$ cat src/rtl/ghpc_pkg.sv
// Shared types and constants for the d=1 GHPC AND-chain operand feeder.
package ghpc_pkg;

  typedef logic [1:0] share2_t;

  typedef enum logic [1:0] {
    IDLE,
    HOLD,
    CAPTURE,
    DONE
  } feeder_state_t;

  // Galois taps for x^32 + x^22 + x^2 + x + 1.
  localparam logic [31:0] LFSR_POLY    = 32'h8020_0003;
  localparam logic [31:0] DEFAULT_SEED = 32'hACE1_2468;

endpackage

$ cat src/rtl/ghpc_lfsr.sv
// Reseedable right-shifting Galois LFSR; a load takes priority over a step.
module ghpc_lfsr #(
  parameter int unsigned        W            = 32,
  parameter logic [W-1:0]       POLY         = ghpc_pkg::LFSR_POLY,
  parameter logic [W-1:0]       DEFAULT_SEED = ghpc_pkg::DEFAULT_SEED
) (
  input  logic         clk,
  input  logic         rst,
  input  logic         step,
  input  logic         load,
  input  logic [W-1:0] seed,
  output logic [W-1:0] state
);

  logic [W-1:0] state_q;
  logic [W-1:0] state_d;

  // An all-zero state would lock the register, so a zero seed loads the default.
  always_comb begin
    state_d = state_q;
    if (load) begin
      state_d = (seed == '0) ? DEFAULT_SEED : seed;
    end else if (step) begin
      state_d = {1'b0, state_q[W-1:1]} ^ (state_q[0] ? POLY : '0);
    end
  end

  always_ff @(posedge clk or posedge rst) begin
    if (rst) begin
      state_q <= DEFAULT_SEED;
    end else begin
      state_q <= state_d;
    end
  end

  assign state = state_q;

endmodule

$ cat src/rtl/ghpc_d1_operand_feeder.sv
// Sequences 2-share operands and fresh randomness into the GHPC AND-chain pair,
// holds the gadget inputs for the evaluation window and returns the 2-share result.
module ghpc_d1_operand_feeder #(
  parameter int unsigned        PRNG_W       = 32,
  parameter int unsigned        LATENCY      = 3,
  parameter logic [PRNG_W-1:0]  DEFAULT_SEED = ghpc_pkg::DEFAULT_SEED
) (
  input  logic                clk,
  input  logic                rst,
  input  logic                in_valid,
  output logic                in_ready,
  input  ghpc_pkg::share2_t   in_a,
  input  ghpc_pkg::share2_t   in_b,
  input  ghpc_pkg::share2_t   in_c,
  input  logic                seed_valid,
  input  logic [PRNG_W-1:0]   seed,
  output ghpc_pkg::share2_t   g_a,
  output ghpc_pkg::share2_t   g_b,
  output ghpc_pkg::share2_t   g_c,
  output ghpc_pkg::share2_t   g_r,
  input  ghpc_pkg::share2_t   g_d,
  output logic                out_valid,
  input  logic                out_ready,
  output ghpc_pkg::share2_t   out_d,
  output logic                busy
);

  import ghpc_pkg::*;

  localparam int unsigned         CNT_W    = (LATENCY > 1) ? $clog2(LATENCY) : 1;
  localparam logic [CNT_W-1:0]    CNT_LAST = CNT_W'(LATENCY - 1);

  feeder_state_t     state_q, state_d;
  logic [CNT_W-1:0]  cnt_q, cnt_d;
  share2_t           ga_q, ga_d;
  share2_t           gb_q, gb_d;
  share2_t           gc_q, gc_d;
  share2_t           gr_q, gr_d;
  share2_t           res_q, res_d;

  logic              lfsr_load;
  logic [PRNG_W-1:0] lfsr_state;
  logic              lfsr_unused;

  ghpc_lfsr #(
    .W            (PRNG_W),
    .POLY         (PRNG_W'(LFSR_POLY)),
    .DEFAULT_SEED (DEFAULT_SEED)
  ) u_lfsr (
    .clk   (clk),
    .rst   (rst),
    .step  (1'b1),
    .load  (lfsr_load),
    .seed  (seed),
    .state (lfsr_state)
  );

  assign lfsr_unused = ^lfsr_state[PRNG_W-1:2];

  // A seed load in IDLE takes the cycle: the LFSR reloads and no operand is taken.
  always_comb begin
    state_d   = state_q;
    cnt_d     = cnt_q;
    ga_d      = ga_q;
    gb_d      = gb_q;
    gc_d      = gc_q;
    gr_d      = gr_q;
    res_d     = res_q;
    lfsr_load = 1'b0;

    unique case (state_q)
      IDLE: begin
        if (seed_valid) begin
          lfsr_load = 1'b1;
        end else if (in_valid) begin
          ga_d    = in_a;
          gb_d    = in_b;
          gc_d    = in_c;
          gr_d    = lfsr_state[1:0];
          cnt_d   = '0;
          state_d = HOLD;
        end
      end
      HOLD: begin
        if (cnt_q == CNT_LAST) begin
          cnt_d   = '0;
          state_d = CAPTURE;
        end else begin
          cnt_d = cnt_q + 1'b1;
        end
      end
      CAPTURE: begin
        res_d   = g_d;
        ga_d    = '0;
        gb_d    = '0;
        gc_d    = '0;
        gr_d    = '0;
        state_d = DONE;
      end
      DONE: begin
        if (out_ready) begin
          state_d = IDLE;
        end
      end
      default: begin
        state_d = IDLE;
      end
    endcase
  end

  always_ff @(posedge clk or posedge rst) begin
    if (rst) begin
      state_q <= IDLE;
      cnt_q   <= '0;
      ga_q    <= '0;
      gb_q    <= '0;
      gc_q    <= '0;
      gr_q    <= '0;
      res_q   <= '0;
    end else begin
      state_q <= state_d;
      cnt_q   <= cnt_d;
      ga_q    <= ga_d;
      gb_q    <= gb_d;
      gc_q    <= gc_d;
      gr_q    <= gr_d;
      res_q   <= res_d;
    end
  end

  assign in_ready  = (state_q == IDLE) && !seed_valid;
  assign busy      = (state_q != IDLE);
  assign out_valid = (state_q == DONE);
  assign out_d     = res_q;
  assign g_a       = ga_q;
  assign g_b       = gb_q;
  assign g_c       = gc_q;
  assign g_r       = gr_q;

endmodule

$ cat config.mk
export PLATFORM = sky130hd
export DESIGN_NAME = ghpc_d1_operand_feeder
export DESIGN_NICKNAME = d
export VERILOG_FILES = /design/src/rtl/ghpc_pkg.sv /design/src/rtl/ghpc_lfsr.sv /design/src/rtl/ghpc_d1_operand_feeder.sv
export SDC_FILE = /design/constraint.sdc
export NUM_CORES = 1
export LEC_CHECK = 0
export ABC_CLOCK_PERIOD_IN_PS = 1500
export CORE_MARGIN = 1
export CORE_UTILIZATION = 40
export DETAILED_ROUTE_END_ITERATION = 8
export PLACE_DENSITY = 0.69
export SYNTH_ARGS = -nofsm -noshare
export SYNTH_HDL_FRONTEND = slang
export SYNTH_HIERARCHICAL = 1
export SYNTH_SLANG_ARGS = --single-unit
$ cat constraint.sdc
create_clock -name clk -period 1.5 [get_ports clk]
set_input_delay 0.45 -clock clk [delete_from_list [all_inputs] [get_ports clk]]
set_output_delay 0.45 -clock clk [all_outputs]
set_load 0.1 [all_outputs]
---- After elaboration in Yosys (flattened, before gate mapping) ----
Cells that the tools add are included.
storage, ports and cells
  memory bits (read-only) ................. 0
  memories kept ........................... 0
  logic and storage cells ................. 54
  flip-flop bits (word level) ............. 46
  latch bits .............................. 0
  bits in writable memories ............... 0
  input port bits ......................... 45
  output and inout port bits .............. 13
cells by class
  multiplexer cells ....................... 26
  $add $sub $neg .......................... 1
  equality and inequality tests ........... 8
  $mul .................................... 0
  $lt $le $gt $ge ......................... 0
  reductions and logical operators ........ 10
  bitwise operators ....................... 1
  shift-type cells ........................ 0
  divide/modulo/power cells ............... 0
operator list
  kind                   count
  $mux W32               3
  $logic_not A32 Y1      1
  $xor A31 B32 Y32       1
  $mux W2                15
  $pmux W2 S2            5
  $pmux W2 S4            1
  $eq A2 B2 Y1 const B   3
  $ne A2 B2 Y1 const B   3
  $reduce_and A3 Y1      2
  $reduce_bool A2 Y1     3
  $reduce_and A4 Y1      1
  $add A2 B1 Y2 const B  1
  $eq A2 B1 Y1 const B   1
  $logic_not A2 Y1       1
  $mux W1                2
  $ne A2 B1 Y1 const B   1
  $logic_and A1 B1 Y1    1
  $logic_not A1 Y1       1

---- Longest topological paths before layout ----
Gate-level depths: netlist of run 1.
  depth in word-level cells ............... 3
  gate-level depth with buffers ........... 7
  mapped depth without buffers ............ 5

---- Modules after synthesis ----
The synthesis of run 1 kept the hierarchy.
modules (own cells, without submodules)
  module                  times used  area an instance (um^2)  cells each  seq. area each (um^2)
  ghpc_lfsr               1           1649.1                   171         817.0
  ghpc_d1_operand_feeder  1           752.0                    62          350.3

---- Worst setup path before layout of run 1 ----
OpenSTA, ideal clock, no wires.
  path type ............................... reg2out
  start point ............................. register state_q[0]
  end point ............................... output port in_ready
  data required time ...................... 1.050 ns
  buffers on the path ..................... 0
  arrival ................................. 2.050 ns
  setup slack ............................. -1.000 ns
  stages on the path, launching flop included .. 4
  cells stage by stage .................... dfrtp_1 inv_1 ha_1 nor2b_1
between the ends
  longest elaborated chain between the ends .. 2
ends and longest elaborated chain
  element                 RTL line                       source
  start, declared         ghpc_d1_operand_feeder.sv:33   feeder_state_t state_q, state_d;
  start signal, assigned  ghpc_d1_operand_feeder.sv:121  state_q <= state_d;
  $logic_not A2 Y1        ghpc_d1_operand_feeder.sv:131  assign in_ready = (state_q == IDLE) && !seed_valid;
  $logic_and A1 B1 Y1     ghpc_d1_operand_feeder.sv:131
  end, declared           ghpc_d1_operand_feeder.sv:11   output logic in_ready,
Every way passes these cells.

---- Worst setup path in the final report of run 1 ----
Same ends and word-level chain as after synthesis.

==> results of run 1 <==
[power by group through the flow]
stage	logic [mW]	registers [mW]	clock network (mW)
after floorplan	1.89	3.26	0
after global placement	4.05	2.41	0
after detailed placement	4.15	2.44	0
after CTS	4.64	2.44	0.943
after global routing	5.25	2.52	0.999
final	4.93	2.45	0.923
[metal layers]
| layer | GRT usage [%] | vias up | part of all wire [%] |
|---|---|---|---|
| met1 | 25.3 | 992 | 44 |
| li1 | - | 974 | - |
| met4 | 6.73 | 0 | 0.94 |
| met3 | 4.46 | 4 | 4.0 |
| met2 | 30.9 | 46 | 51 |
| met5 | 0 | - | 0 |
[path summary, 6_finish.rpt]
| path | from | to | slack (ns) | cells past startpoint |
|---|---|---|---|---|
| setup / recovery | state_q[0]$_DFFE_PP0P_ | in_ready | -0.25 | 4 |
| hold / removal | rst | state_q[0]$_DFFE_PP0P_ | 0.39 | 2 |
| setup reg to reg | state_q[0]$_DFFE_PP0P_ | state_q[1]$_DFFE_PP0P_ | -0.13 | 5 |
| hold reg to reg | cnt_q[0]$_DFFE_PP0P_ | cnt_q[0]$_DFFE_PP0P_ | 0.57 | 1 |
| max in group asynchronous | rst | u_lfsr/state[29]$_DFFE_PP1P_ | 0.72 | 3 |
| min in group clk | seed[20] | u_lfsr/state[20]$_DFFE_PP0P_ | 0.39 | 3 |
[worst reg2reg max path: stages, from the launching register on]
cell     delay [ns]
dfrtp_1        0.40
buf_4          0.16
ha_4           0.16
and2b_1        0.19
a221o_1        0.31
mux2_4         0.30
[synth_stat cells (2+ instances only)]
| library cell | number | area (µm²) |
|---|---|---|
| nand2_1 | 22 | 82.6 |
| inv_1 | 18 | 67.6 |
| ha_1 | 5 | 62.6 |
| nor2b_1 | 22 | 138 |
| nand4_1 | 2 | 12.5 |
| dfrtp_1 | 33 | 826 |
| nor2_1 | 2 | 7.51 |
| o21ai_0 | 20 | 100 |
| xnor2_1 | 2 | 17.5 |
| a31oi_1 | 13 | 81.3 |
| mux2_2 | 2 | 22.5 |
| clkbuf_1 | 8 | 30.0 |
| buf_4 | 2 | 15.0 |
| nor4_1 | 7 | 43.8 |
| mux2_1 | 8 | 90.1 |
| nand2b_1 | 2 | 12.5 |
| a211oi_1 | 12 | 90.1 |
| mux2i_1 | 17 | 170 |
| a21oi_1 | 2 | 10.0 |
| buf_2 | 4 | 20.0 |
| dfstp_2 | 13 | 342 |
[layout make-up]
class	instances	area share, %
Multi-Input combinational cell	155	37.3
Sequential cell	46	30.8
Timing Repair Buffer	88	24.8
Tap cell	72	2.37
Clock buffer	6	1.91
Inverter	18	1.88
Clock inverter	2	0.989
[flip-flops by register name (all words and copies together) (netlist names)]
signal        cells
out_d             2
g_b               2
g_a               2
g_c               2
g_r               2
state_q           2
u_lfsr/state     32
cnt_q             2
[cells in the final DEF, fill, tap and decap left out, types with 2 or more instances in the layout]
cell type        instances
or2_4                    2
inv_2                    2
nor4_2                   6
a31oi_1                  6
o21ai_0                 20
nand4_1                  2
nor2b_1                 20
mux2_2                   2
dfrtp_1                 33
dlygate4sd2_1           13
mux2_4                   9
clkdlybuf4s50_1         11
nor4_4                   2
mux2i_1                 17
a31oi_4                  6
inv_1                   15
a21oi_1                  2
buf_6                    4
nand2b_1                 2
clkbuf_2                12
buf_12                  17
clkdlybuf4s15_1          7
clkbuf_8                 5
a211oi_1                 8
nor2_1                   2
clkinvlp_4               2
buf_4                   22
ha_4                     5
xnor2_1                  2
nand2_1                 21
dfstp_2                 13
a211oi_2                 4
[kinds of logic (layout without fill, tap and decap cells)]
| kind of cell | after synthesis | after routing | share of synthesized area (%) |
|---|---|---|---|
| mux | 28 | 28 | 12.4 |
| other cells | 1 | 1 | 0.156 |
| buf+inv | 33 | 114 | 5.99 |
| fa+ha+maj | 5 | 5 | 2.61 |
| simple gates | 64 | 65 | 15.1 |
| flops | 46 | 46 | 48.6 |
| xor+xnor | 3 | 3 | 1.09 |
| compound gates | 53 | 53 | 14.0 |
[repair_timing]
action / in CTS / in global routing
endpoints found under the setup margin: 27 / 30
buffers inserted: 5 / 1
gates resized for setup: 67 / 50
hold buffers: 0 / 0
pin swaps: 23 / 21
gates cloned: 1 / 1
[metrics by stage]
step                      cell area, µm²  hold WS (ns)  setup TNS (ns)
after floorplan                     2450         0.339          -0.644
after global placement              3390         0.506          -15.45
after detailed placement            3390         0.548          -15.39
after CTS                           3660         0.382           -1.88
after global routing                3800         0.386           -2.35
final                               3800         0.387           -1.55
==> metrics.cfg, run 1 <==
[finish]
fillers = 441
diodes = 0
area_delta_synth_final_pct = 58.1
final-seq-area_um2 = 1170
utilization_pct = 67.3
fin_cells = 387
multi_input_area_um2 = 1420
finalNetCount = 364
drive_above_1_share_pct = 39.7

[sta]
worst_slack_ns = -0.253
finClkSkew_ns = 0.00453
setup_viol_count_final = 13
slew_viol_final = 0
grt_setup_unrepaired = true
layout_min_cycle_time_ns = 1.75
fin_crit_sh_pct = 117
timing.final.hold_violations = 0
max_freq_mhz = 570

[synthesis]
synth.distinct_cells = 38
syn_inst = 233
synth-edff-count = 0
ys_warn_count = 6
ys_seq_area_share_pct = 48.6
ys_async_sr_fraction_pct = 100
synth.net_count = 283
synth_flop_cell = dfrtp_1
synth-seq-cells = 46
syn_area_um2 = 2400
postSynthAreaPerCell_um2 = 10.3

[floorplanning]
die_h_um = 79.5
die_x_um = 79.5
rows = 27
core_um2 = 5640
io_pins = 58
initial_utilization_pct = 42.6
die_area_um2 = 6320

[grt]
grt.total_usage_pct = 19.3
grt_max_degree = 47
grt_overflow = 0
antenna_found_initial = 0
grt_pass1_vias = 1957
grt_pass1_wl_um = 9300

[routing]
drt_pre_antenna_iters = 4
wl_per_cell_um = 15.1
drc = 0
routed_wl_um = 5860
antenna_left = 0
routed_via_density = 5.21
vias = 2016
drt_iter0_drc = 60

[critical_path]
crit_path_end_kind = output pin
startpoint_type = register
critPathArrivalTime_ns = 1.30
critical_path.max_fanout = 4
path_cells = inv_2 -> ha_4 -> nor2b_4 -> buf_12
critPathTopFamily = flip-flops
cp_slowest_cell = dfrtp_1
required_ns = 1.05
slowest_delay_ns = 0.40
crit_type = reg2out
critPathBufInv = 2

[worst_hold_path]
holdCritPathClass = in2async

[power_and_ir_drop]
vdd_drop_max_mv = 1.87
switchingPower_mw = 3.50
combPwrFrac_pct = 59.4
p_sw_share_pct = 42.1
leakage_nw = 1.64
p_seq_share_pct = 29.5
power_density_nw_per_um2 = 2190
p_clk_share_pct = 11.1
power_mw = 8.31
p_int_mw = 4.81

[clocking]
cts_max_level = 2
cts_tree = done
cts_buffers = 5
cts_max_path_buffers = 2
clk_pin_slew_worst_paths_ns = 0.08
cts_sinks = 46
clk_latency_ns = 0.30
root_buffer = clkbuf_8

[placement]
place.port_buffers = 57
dpl.hpwl_um = 3840
globalplace.congestion = 0.750
dp.cells = 373
post-place-ws_ns = -0.651

[job]
maxCapViolCount = 0

[outcome]
status = finished, violations left
violations = negative setup slack

Note: power is estimated with default switching activity, not from simulation.
==> inputs of run 2 (changes only) <==
ABC_CLOCK_PERIOD_IN_PS = default   (was 1500)
PLACE_DENSITY = 0.67   (was 0.69)
SLEW_MARGIN = 20   (was default)
clock period = 2.1 ns   (was 1.5 ns; I/O delays follow)
==> metrics.cfg, run 2 (synthesized netlist as in run 1, its figures left out) <==
[critical_path]
r2r-end = g_r[1]$_DFFE_PP0P_
path_cells = inv_1 -> ha_2 -> nor2b_4 -> buf_12
cp-startpoint = state_q[1]$_DFFE_PP0P_
r2r_cells = 5
crit_end = in_ready
r2r_start = state_q[1]$_DFFE_PP0P_
required_ns = 1.47
crit_type = reg2out
path_depth = 4
cp_slowest_cell = dfrtp_1
critPathTopFamily = flip-flops
slowest_delay_ns = 0.42
r2r_slack_ns = 0.41
crit_path_end_kind = output pin
startpoint_type = register
critical_path.max_fanout = 4
critPathBufInv = 2
critPathArrivalTime_ns = 1.38

[clocking]
cts_buffers = 5
cts_tree = done
clk_latency_ns = 0.29
cts_hold_buf = 0
cts_max_path_buffers = 2
cts_max_level = 2
clk_pin_slew_worst_paths_ns = 0.08
root_buffer = clkbuf_8
cts_sinks = 46

[routing]
drt_iter0_drc = 33
antenna_left = 0
wl_per_cell_um = 13.4
drc = 0
drt_pre_antenna_iters = 6
routed_via_density = 5.14
vias = 1883
routed_wl_um = 4910

[finish]
layout_commonest_cell = clkdlybuf4s50_1
layout_common_cells = 43 x clkdlybuf4s50_1, 33 x dfrtp_1, 22 x nand2_1, 21 x nor2b_1, 20 x o21ai_0
finalNetCount = 343
drive_above_1_share_pct = 19.7
diodes = 0
fillers = 478
final_area_um2 = 3350
area_delta_synth_final_pct = 39.7
largest_reg_flops = 32

[power_and_ir_drop]
power_density_nw_per_um2 = 1560
leakage_nw = 1.45
vdd_drop_max_mv = 1.17
power_mw = 5.22

[grt]
grt.total_usage_pct = 16.5
grt_pass1_vias = 1783
grt_max_degree = 64
antenna_found_initial = 0
grt_overflow = 0
grt_pass1_wl_um = 8160

[sta]
timing.final.hold_violations = 0
tns_ns = 0
worst_slack_ns = 0.0854
fin_hold_ws_ns = 0.547
layout_min_cycle_time_ns = 2.01
max_freq_mhz = 496
finClkSkew_ns = 0.00773
worst-slew-pin-transition_ns = 0.510
setup_viol_count_final = 0
grt_setup_unrepaired = false
slew-limit-headroom_pct = 66.0
slew_viol_final = 0
fin_crit_sh_pct = 95.9

[placement]
dpl_cell_area_um2 = 3200
dpl.hpwl_um = 3490
post-place-ws_ns = -0.221
place.port_buffers = 57
globalplace.congestion = 0.747

[job]
maxCapViolCount = 0

[floorplanning]
rows = 27
initial_utilization_pct = 42.6
die_area_um2 = 6320
io_pins = 58
die_x_um = 79.5
core_um2 = 5640
die_h_um = 79.5

[outcome]
status = completed

[worst_hold_path]
holdCritPathClass = reg2reg

## run 2: cell count changes in the layout (fill, tap and decap cells not counted), sizes merged, moves of 2 or more
cell,previous run,this run
clkdlybuf4s50,11,43
buf,43,24
dlygate4sd2,13,0
clkbuf,19,7
clkdlybuf4s15,7,0
clkinvlp,2,0
## run 2: repair_timing
item / 4_1_cts / 5_1_grt
endpoints found under the setup margin: 0 / 2
buffers inserted: 0 / 2
resized for setup: 0 / 5
## run 2: where the power goes
group,leakage [nW],switching (mW),internal [mW],total (mW)
sequential,0.537,0.298,1.42,1.72
combinational,0.852,1.61,1.22,2.83
clock,0.0585,0.279,0.388,0.667
## run 2: how the worst min path moves through the flow
stage                               from                   end  cells after the start
floorplan           cnt_q[0]$_DFFE_PP0P_  cnt_q[0]$_DFFE_PP0P_                      1
global placement    cnt_q[0]$_DFFE_PP0P_  cnt_q[0]$_DFFE_PP0P_                      1
detailed placement  cnt_q[0]$_DFFE_PP0P_  cnt_q[0]$_DFFE_PP0P_                      1
CTS                 cnt_q[0]$_DFFE_PP0P_  cnt_q[0]$_DFFE_PP0P_                      1
global route        cnt_q[0]$_DFFE_PP0P_  cnt_q[0]$_DFFE_PP0P_                      1
finish              cnt_q[0]$_DFFE_PP0P_  cnt_q[0]$_DFFE_PP0P_                      1
## run 2: worst register-to-register path, cell delays in order (launching register included)
cell,delay (ns)
dfrtp_1,0.40
inv_1,0.10
ha_1,0.24
nand2b_1,0.11
o211a_1,0.35
mux2_1,0.37
## run 2: cell type report
type | count | area [µm²] | share of cell area, %
clock buffers | 7 | 86.3 | 2.57
clock inverters | 1 | 30.0 | 0.896
inverters | 18 | 67.6 | 2.01
multi-input cells | 154 | 1110 | 33.2
flip-flops and latches | 46 | 1170 | 34.8
well taps | 72 | 90.1 | 2.69
repair buffers | 68 | 798 | 23.8
## run 2: layer usage
metal  global-route usage, %  up-vias  share of wire, %
li1                        -      931                 -
met1                    21.4      896                47
met4                    4.00        0              0.69
met2                    27.4       51                48
met5                       0        -                 0
met3                    4.00        5               4.6
## run 2: through the flow
stage,instances,util (%)
finish,366,59.4
global route,366,59.4
CTS,364,58.9
detailed placement,356,56.8
global placement,356,56.8
floorplan,233,-
